### src/rtl/mul_share_arbiter_pkg.sv
// Shared types for the two-way multiplier sharing arbiter: FSM encoding,
// default sizing and a small index-to-one-hot helper.
package mul_share_arbiter_pkg;
    localparam int W_DEF   = 64;
    localparam int TMO_DEF = 255;

    typedef enum logic [2:0] {
        IDLE = 3'd0,
        CLR  = 3'd1,
        RUN  = 3'd2,
        DONE = 3'd3,
        ERR  = 3'd4
    } state_t;

    function automatic logic [1:0] onehot2(input logic idx);
        return idx ? 2'b10 : 2'b01;
    endfunction
endpackage

### src/rtl/mul_share_arbiter_if.sv
// Requester-side bus and multiplier-side bus of the sharing arbiter.
// In both, master is the side that issues the job and slave the side that serves it.
interface mul_share_arbiter_if #(parameter int W = 64);
    logic [1:0]     req;
    logic [2*W-1:0] req_mcand;
    logic [2*W-1:0] req_mplier;
    logic [1:0]     gnt;
    logic [1:0]     done;
    logic [1:0]     err;
    logic [2*W-1:0] result;
    logic           busy;

    modport master (output req, req_mcand, req_mplier,
                    input  gnt, done, err, result, busy);
    modport slave  (input  req, req_mcand, req_mplier,
                    output gnt, done, err, result, busy);
endinterface

interface mul_share_arbiter_mul_if #(parameter int W = 64);
    logic           mul_opclear;
    logic           mul_opstart;
    logic [W-1:0]   mul_mcand;
    logic [W-1:0]   mul_mplier;
    logic           mul_opdone;
    logic [2*W-1:0] mul_result;

    modport master (output mul_opclear, mul_opstart, mul_mcand, mul_mplier,
                    input  mul_opdone, mul_result);
    modport slave  (input  mul_opclear, mul_opstart, mul_mcand, mul_mplier,
                    output mul_opdone, mul_result);
endinterface

### src/rtl/mul_share_arbiter_rr_arb2.sv
// Combinational two-way round-robin pick; rr_ptr only matters when both request.
module rr_arb2
    import mul_share_arbiter_pkg::*;
(
    input  logic [1:0] req,
    input  logic       rr_ptr,
    output logic [1:0] pick
);
    always_comb begin
        pick = 2'b00;
        case (req)
            2'b01:   pick = 2'b01;
            2'b10:   pick = 2'b10;
            2'b11:   pick = onehot2(rr_ptr);
            default: pick = 2'b00;
        endcase
    end
endmodule

### src/rtl/mul_share_arbiter.sv
// Shares one multiplier between two requesters: round-robin grant, operand
// latch, clear/start/done sequencing, and a RUN-cycle timeout abort.
module mul_share_arbiter
    import mul_share_arbiter_pkg::*;
#(
    parameter int W       = W_DEF,
    parameter int TMO_CYC = TMO_DEF
) (
    input  logic                    clk,
    input  logic                    reset,
    mul_share_arbiter_if.slave      rq,
    mul_share_arbiter_mul_if.master mul
);
    localparam int CW = (TMO_CYC > 1) ? $clog2(TMO_CYC) : 1;
    localparam logic [CW-1:0] TMO_LAST = CW'(TMO_CYC - 1);

    state_t        state, nxt;
    logic          owner, own_nxt, rr_ptr;
    logic [1:0]    pick;
    logic [CW-1:0] tmo_cnt;

    rr_arb2 u_arb (.req(rq.req), .rr_ptr(rr_ptr), .pick(pick));

    always_comb begin
        nxt     = state;
        own_nxt = owner;
        case (state)
            IDLE: if (|pick) begin
                nxt     = CLR;
                own_nxt = pick[1];
            end
            CLR:  nxt = RUN;
            // A completion seen on the timeout cycle still counts as success.
            RUN:  if (mul.mul_opdone)          nxt = DONE;
                  else if (tmo_cnt == TMO_LAST) nxt = ERR;
            DONE: nxt = IDLE;
            ERR:  nxt = IDLE;
            default: nxt = IDLE;
        endcase
    end

    // Outputs are registered from the next state so each one lines up with its state.
    always_ff @(posedge clk) begin
        if (reset) begin
            state           <= IDLE;
            owner           <= 1'b0;
            rr_ptr          <= 1'b0;
            tmo_cnt         <= '0;
            rq.gnt          <= 2'b00;
            rq.done         <= 2'b00;
            rq.err          <= 2'b00;
            rq.result       <= '0;
            rq.busy         <= 1'b0;
            mul.mul_opclear <= 1'b0;
            mul.mul_opstart <= 1'b0;
            mul.mul_mcand   <= '0;
            mul.mul_mplier  <= '0;
        end else begin
            state           <= nxt;
            owner           <= own_nxt;
            rq.busy         <= (nxt != IDLE);
            rq.gnt          <= (nxt != IDLE) ? onehot2(own_nxt) : 2'b00;
            rq.done         <= (nxt == DONE) ? onehot2(own_nxt) : 2'b00;
            rq.err          <= (nxt == ERR)  ? onehot2(own_nxt) : 2'b00;
            mul.mul_opclear <= (nxt == CLR) || (nxt == ERR);
            mul.mul_opstart <= (nxt == RUN);

            if (state == IDLE && nxt == CLR) begin
                mul.mul_mcand  <= pick[1] ? rq.req_mcand[W +: W]  : rq.req_mcand[0 +: W];
                mul.mul_mplier <= pick[1] ? rq.req_mplier[W +: W] : rq.req_mplier[0 +: W];
            end

            if (nxt == CLR)
                tmo_cnt <= '0;
            else if (state == RUN)
                tmo_cnt <= tmo_cnt + 1'b1;

            if (state == RUN && mul.mul_opdone)
                rq.result <= mul.mul_result;

            if (state == DONE || state == ERR)
                rr_ptr <= ~owner;
        end
    end
endmodule
### src/flat_wrapper.sv
// flat-port wrapper written by rule: the top's interface ports become plain ports
module mul_share_arbiter_flat import mul_share_arbiter_pkg::*;
#(
    parameter int W       = W_DEF,
    parameter int TMO_CYC = TMO_DEF
)
  (clk, reset, rq_req, rq_req_mcand, rq_req_mplier, rq_gnt, rq_done, rq_err, rq_result, rq_busy, mul_mul_opclear, mul_mul_opstart, mul_mul_mcand, mul_mul_mplier, mul_mul_opdone, mul_mul_result);
  mul_share_arbiter_if #(.W(W)) rq_i ();
  mul_share_arbiter_mul_if #(.W(W)) mul_i ();
  input  logic clk;
  input  logic reset;
  input wire logic [$bits(rq_i.req)-1:0] rq_req;
  input wire logic [$bits(rq_i.req_mcand)-1:0] rq_req_mcand;
  input wire logic [$bits(rq_i.req_mplier)-1:0] rq_req_mplier;
  output wire logic [$bits(rq_i.gnt)-1:0] rq_gnt;
  output wire logic [$bits(rq_i.done)-1:0] rq_done;
  output wire logic [$bits(rq_i.err)-1:0] rq_err;
  output wire logic [$bits(rq_i.result)-1:0] rq_result;
  output wire logic [$bits(rq_i.busy)-1:0] rq_busy;
  output wire logic [$bits(mul_i.mul_opclear)-1:0] mul_mul_opclear;
  output wire logic [$bits(mul_i.mul_opstart)-1:0] mul_mul_opstart;
  output wire logic [$bits(mul_i.mul_mcand)-1:0] mul_mul_mcand;
  output wire logic [$bits(mul_i.mul_mplier)-1:0] mul_mul_mplier;
  input wire logic [$bits(mul_i.mul_opdone)-1:0] mul_mul_opdone;
  input wire logic [$bits(mul_i.mul_result)-1:0] mul_mul_result;
  assign rq_i.req = rq_req;
  assign rq_i.req_mcand = rq_req_mcand;
  assign rq_i.req_mplier = rq_req_mplier;
  assign rq_gnt = rq_i.gnt;
  assign rq_done = rq_i.done;
  assign rq_err = rq_i.err;
  assign rq_result = rq_i.result;
  assign rq_busy = rq_i.busy;
  assign mul_mul_opclear = mul_i.mul_opclear;
  assign mul_mul_opstart = mul_i.mul_opstart;
  assign mul_mul_mcand = mul_i.mul_mcand;
  assign mul_mul_mplier = mul_i.mul_mplier;
  assign mul_i.mul_opdone = mul_mul_opdone;
  assign mul_i.mul_result = mul_mul_result;
  mul_share_arbiter #(.W(W), .TMO_CYC(TMO_CYC)) u_core (.clk(clk), .reset(reset), .rq(rq_i), .mul(mul_i));
endmodule
### config.mk
export PLATFORM = sky130hd
export DESIGN_NAME = mul_share_arbiter_flat
export DESIGN_NICKNAME = d
export VERILOG_FILES = /design/src/rtl/mul_share_arbiter_pkg.sv /design/src/rtl/mul_share_arbiter_if.sv /design/src/rtl/mul_share_arbiter_rr_arb2.sv /design/src/rtl/mul_share_arbiter.sv /design/src/flat_wrapper.sv
export SDC_FILE = /design/constraint.sdc
export NUM_CORES = 1
export LEC_CHECK = 0
export CORE_AREA = 2 2 253 255
export CTS_BUF_LIST = sky130_fd_sc_hd__clkbuf_16
export DETAILED_ROUTE_END_ITERATION = 12
export DIE_AREA = 0 0 255 257
export GPL_ROUTABILITY_DRIVEN = 0
export HOLD_SLACK_MARGIN = 0.02
export PLACE_DENSITY = 0.56
export SLEW_MARGIN = 40
export SYNTH_ARGS = -nofsm -noshare
export SYNTH_HDL_FRONTEND = slang
export SYNTH_HIERARCHICAL = 1
export SYNTH_SLANG_ARGS = --single-unit
### constraint.sdc
create_clock -name clk -period 1.65 [get_ports clk]
set_input_delay 0.2475 -clock clk [delete_from_list [all_inputs] [get_ports clk]]
set_output_delay 0.2475 -clock clk [all_outputs]
set_load 0.02 [all_outputs]
==> summary.txt <==
Clock network
  • CTS Sinks: 278
  • CTS buffer count: 35
  • Clk_lat worst skew: 530 ps
  • CTS root buf: clkbuf_16
  • Clk pin slew, worst setup/hold paths: approximately 60 ps
  • TritonCTS clock tree: done
  • CTS HTree Levels: 2
  • Worst-case clock buffer depth: 3

STA
  • Fmax: 539 MHz
  • Final min period: around 1900 ps
  • Relative slew margins: 49.6%
  • Least-Margin Pin Slew: ~760 ps
  • Final Hold Vio Count: 0
  • Period utilisation layout: 112%
  • Max-slew violation count: 0
  • Final setup viols: approximately 230
  • Final setup margin: -205 ps
  • RSZ-0062 raised after global routing: yes
  • Worst clock skew: about 16 ps

Power and ir drop
  • Pwr Density: approximately 920 mW/mm²
  • Clock network power share: 33.8%
  • Seq pwr share: 33.8%
  • Sw frac: a little under a third
  • Leakage: between 10 and 15 nW
  • Combinational group share of total power: 32.3%
  • VDD IR max: 0.000535 V
  • Net Switching: 7.16 mW
  • P_int: 15.7 mW

Place
  • Hpwl dp: roughly 36000 µm
  • Port-buffer cells: 653
  • Placed insts: 2716
  • Pre-CTS setup slack: -1070 ps

Synthesis
  • Syn nets: 1636
  • Unique masters post-synth: 44
  • Post-synth top area cell: dfxtp_1
  • Post-synth EDFFs: 0
  • Post-synthesis sequential area ratio: 50.3%
  • Top-count cell post-synth: dfxtp_1
  • Synth top cells by count: dfxtp_1 (278), nand2_1 (263), a21oi_1 (261), a211oi_1 (133), mux2i_1 (128)
  • Average size of a mapped cell: a little under 9 µm²
  • Synthesized instance count: 1245
  • Synthesized area: 0.0111 mm²
  • Yosys reg bits: 278
  • Total of warnings raised by yosys: 6
  • FFs w/ async S/R, synth: 0%
  • Main synth FF type: dfxtp_1
  • Top area cells in the synthesized netlist: dfxtp_1 (50%), a21oi_1 (12%), mux2i_1 (12%)
  • Top cell type's share of synthesized area: 50.3%

GRT
  • Global-route track usage on met3: 4.86%
  • Number of antenna violations at the first check in global routing: 7
  • Grt ovf: 0
  • Largest net degree at the start of global routing: slightly below 100
  • First-pass GRT wire length: between 70000 and 80000 µm
  • Most Crowded Layer GR: met2
  • Overall routing resource usage: 14.9%
  • GRT met2 Usage: about a quarter
  • Number of global-route vias before repair: 12280
  • GR met1 Demand/Resource: between 10% and 20%

Route
  • Via count: 12717
  • DRC: 0
  • Wirelength, routed: 63100 µm
  • DR pass1 iterations: 5
  • Wire per inst: between 20 and 25 µm
  • Vias per std cell: 4.43
  • Antenna Nets Post-Route: 0
  • Iteration-0 DRC count of the detailed router: 570

Outcome
  • Status: complete, but fails checks
  • Failing checks: negative setup slack

Final layout
  • Final Non-Filler Cells: between 2000 and 3000
  • Fill count: 5939
  • Layout cell share with drive strength beyond 1: 30.8%
  • P&R area growth vs syn: 124%
  • # nets final: between 2000 and 2500

Worst hold path
  • HP Start: mul_mul_result[125]
  • HP Class: in2reg

Critical path
  • Critical path class: reg2reg
  • FF-to-FF Start: u_core/rr_ptr
  • Max FO, Critical Path: 7
  • Worst path arrival time: approximately 2200 ps
  • Crit path from: u_core/rr_ptr
  • Worst endpoint required time: 2030 ps
  • Critical Path End Type: register
  • Startpoint Class: register

Floorplan
  • Die area: 0.0655 mm²
  • Row cnt: 92
  • Initial core utilization: between 15 and 20%
  • Die W: ~260 µm
  • Core area: 0.0627 mm²
  • Die Y: between 200 and 300 µm
  • IO Pins: 654

Run
  • Max-Cap Viols: 0
## routing by layer
metal,vias up,share of wire (%)
li1,5941,-
met5,-,0.021
met1,6143,38
met4,2,3.1
met2,542,51
met3,89,7.7
## flip-flops by register name, indices dropped and copies added (netlist names)
register,cells
u_core/mul.mul_mcand,64
u_core/mul.mul_mplier,64
u_core/mul.mul_opclear,1
u_core/mul.mul_opstart,1
u_core/owner,1
u_core/rq.busy,1
u_core/rq.done,2
u_core/rq.err,2
u_core/rq.gnt,2
u_core/rq.result,128
u_core/rr_ptr,1
u_core/state,3
u_core/tmo_cnt,8
## layout by cell type, fill, tap and decap left out, drive strengths merged, types with 35 or more instances in the layout
cell type	instances
a211oi	133
a21oi	262
buf	145
clkbuf	72
clkdlybuf4s50	387
dfxtp	278
dlygate4sd2	35
dlymetal6s2s	226
mux2i	128
nand2	263
## kinds of logic after synthesis
| kind of cell | share of synthesized area, % |
|---|---|
| and+or+nand+nor | 11.1 |
| AOI/OAI and AO/OA | 21.9 |
| adders and majority gates | 0.226 |
| buffers and inverters | 4.69 |
| xor gates and xnor gates | 0.0791 |
| DFF | 50.3 |
| muxes | 11.7 |
## path summary, 6_finish.rpt
kind / slack, ps / cells after the start / to
worst max-delay path: -210 / 8 / u_core/mul.mul_mplier[9]
worst min-delay path: 260 / 3 / u_core/rq.result[125]
worst max register to register: -210 / 8 / u_core/mul.mul_mplier[9]
worst min register to register: 450 / 2 / u_core/rq.result[13]
## critical path, stage by stage, from the launching register on
cell and delay, ps:
dfxtp_4 440, inv_4 50, a21boi_4 170, buf_12 140
buf_4 150, buf_16 150, mux2i_1 320, buf_4 180
a211oi_2 60
## power by group through the flow
stage / registers (mW) / clock network (mW) / logic (mW)
after floorplan: 8.48 / 0 / 1.68
after global placement: 7.78 / 0 / 5.45
after detailed placement: 7.78 / 0 / 5.51
after CTS: 7.66 / 7.97 / 6.06
after global routing: 7.80 / 8.24 / 7.75
final: 7.73 / 7.73 / 7.39
## stage by stage
stage | setup TNS (ps) | util (%) | hold slack, ps | power (mW) | area, µm²
after floorplan | -914 | - | 384 | 10.2 | 11100
after global placement | -165690 | 30.6 | 442 | 13.2 | 19200
after detailed placement | -164750 | 30.6 | 446 | 13.3 | 19200
after CTS | -52270 | 33.4 | 208 | 21.7 | 21000
after global routing | -35730 | 39.5 | 237 | 23.8 | 24800
final | -23700 | 39.5 | 261 | 22.8 | 24800
## area by class of cell
type,instances,area (µm²),share of cell area [%]
tap,846,1060,4.27
sequential,278,5580,22.5
clock buffer,36,901,3.64
antenna,2,5.00,0.0202
inverter,5,21.3,0.0858
multi-input combinational,845,7060,28.5
timing repair buffer,832,9910,40.0
clock inverter,28,244,0.985
## what timing repair did
action                                  4_1_cts  5_1_grt
hold endpoints to repair                     19        0
hold buffers                                  1        0
pin swaps                                     4      190
resized for setup                           132      690
setup buffers                                 6       25
endpoints found under the setup margin      457      495
cloned                                        7       55
Power figures use the tool's default switching activity.
==> variant: new RTL, config.mk and constraints unchanged <==
The package constant `TMO_DEF` goes from 255 to 510.
--- a/src/rtl/mul_share_arbiter_pkg.sv
+++ b/src/rtl/mul_share_arbiter_pkg.sv
@@ -3,5 +3,5 @@
 package mul_share_arbiter_pkg;
     localparam int W_DEF   = 64;
-    localparam int TMO_DEF = 255;
+    localparam int TMO_DEF = 510;
 
     typedef enum logic [2:0] {
Behaviour: no difference found for any inputs over 4 cycles, from zero or initial values and one cycle with reset high; that may be too few to reach the edited logic, so the function may still have changed.
==> variant against the original RTL <==
The flow still finishes with violations (setup timing). Wire length fell by 11%. Sequential cell count rose by 1. Maximum frequency rose by 7.1%. Cell area fell by 9.0%. Cell count fell by 0.52%. Total power fell by 2.2%. Synthesized area rose by 0.38%. Worst setup slack improved by 120 ps. Largest power group unchanged. Highest routed layer unchanged.
==> variant: results <==
# TYPE chip_impl_metric gauge
chip_impl_info{name="outcome",value="complete, but fails checks"} 1
chip_impl_info{name="violations_in_the_final_reports",value="setup timing"} 1
chip_impl_metric{name="placed_area",unit="um^2"} 19200
chip_impl_metric{name="report.final.setup_viol",unit=""} 58
chip_impl_metric{name="powerSeq",unit="W"} 0.00784
chip_impl_metric{name="met2_usage",unit="%"} 28.8
chip_impl_metric{name="gr-usage-met3",unit="%"} 4.34
chip_impl_metric{name="hold_ws",unit="ps"} 257
chip_impl_metric{name="tightest_slew",unit="ps"} 435
chip_impl_metric{name="fillerInstances",unit=""} 6290
chip_impl_metric{name="skew",unit="ps"} 17.0
chip_impl_metric{name="clock_buffers_created_by_tritoncts",unit=""} 34
chip_impl_info{name="ff_to_ff_end",value="u_core/mul.mul_mcand[38]"} 1
chip_impl_metric{name="post_cts_buffers",unit=""} 29
chip_impl_metric{name="critical_path.max_stage_delay",unit="ps"} 360
chip_impl_info{name="yosys-top-cells-area",value="sky130_fd_sc_hd__dfxtp_1 (50%), sky130_fd_sc_hd__a21oi_1 (12%), sky130_fd_sc_hd__mux2i_1 (12%)"} 1
chip_impl_metric{name="vias",unit=""} 12500
chip_impl_metric{name="yosysSeqAreaShare",unit="%"} 50.3
chip_impl_metric{name="yosys.cell_types.count",unit=""} 38
chip_impl_metric{name="initialDrtViolationCount",unit=""} 487
chip_impl_metric{name="final_net_count",unit=""} 2374
chip_impl_metric{name="seq_area",unit="um^2"} 5600
chip_impl_metric{name="largest_net_degree_at_the_start_of_global_routing",unit=""} 46
chip_impl_metric{name="gr-usage-all-layers",unit="%"} 15.6
chip_impl_metric{name="m1WireLength",unit="um"} 21300
chip_impl_metric{name="totalWireLength",unit="um"} 56200
chip_impl_metric{name="grt_use_met1",unit="%"} 16.8
chip_impl_metric{name="pwr-share-clk",unit="%"} 30.1
chip_impl_metric{name="post-route-worst-setup-slack",unit="ps"} -81.8
chip_impl_metric{name="met2_length",unit="um"} 28500
chip_impl_metric{name="antennaDiodeCount",unit=""} 7
chip_impl_metric{name="synth_seq_cells",unit=""} 279
[variant: critical path, delay by kind of cell (launching register included)]
| kind | cells | cell delay [ps] |
|---|---|---|
| AND/OR/NAND/NOR | 2 | 490 |
| buffers and inverters | 4 | 480 |
| AO/OA/AOI/OAI | 2 | 270 |
| flip-flops | 1 | 360 |
[variant: cell families (layout without fill, tap and decap cells)]
kind of cell,after synthesis,after routing,synth area share (%)
xor+xnor,3,3,0.236
flops,279,279,50.3
compound gates,410,410,21.7
mux,128,128,11.5
buf+inv,127,879,4.81
other cells,0,7,0
fa+ha+maj,2,2,0.225
simple gates,303,303,11.2
[variant: how the worst max path moves through the flow]
stage	cells after the start	slack [ps]	end
after floorplan	7	-30	u_core/mul.mul_mcand[0]
after global placement	6	-630	u_core/rq.done[1]
after detailed placement	6	-630	u_core/rq.done[1]
after CTS	8	-100	u_core/mul.mul_mcand[12]
after global routing	8	-110	u_core/mul.mul_mcand[36]
final	8	-80	u_core/mul.mul_mcand[38]
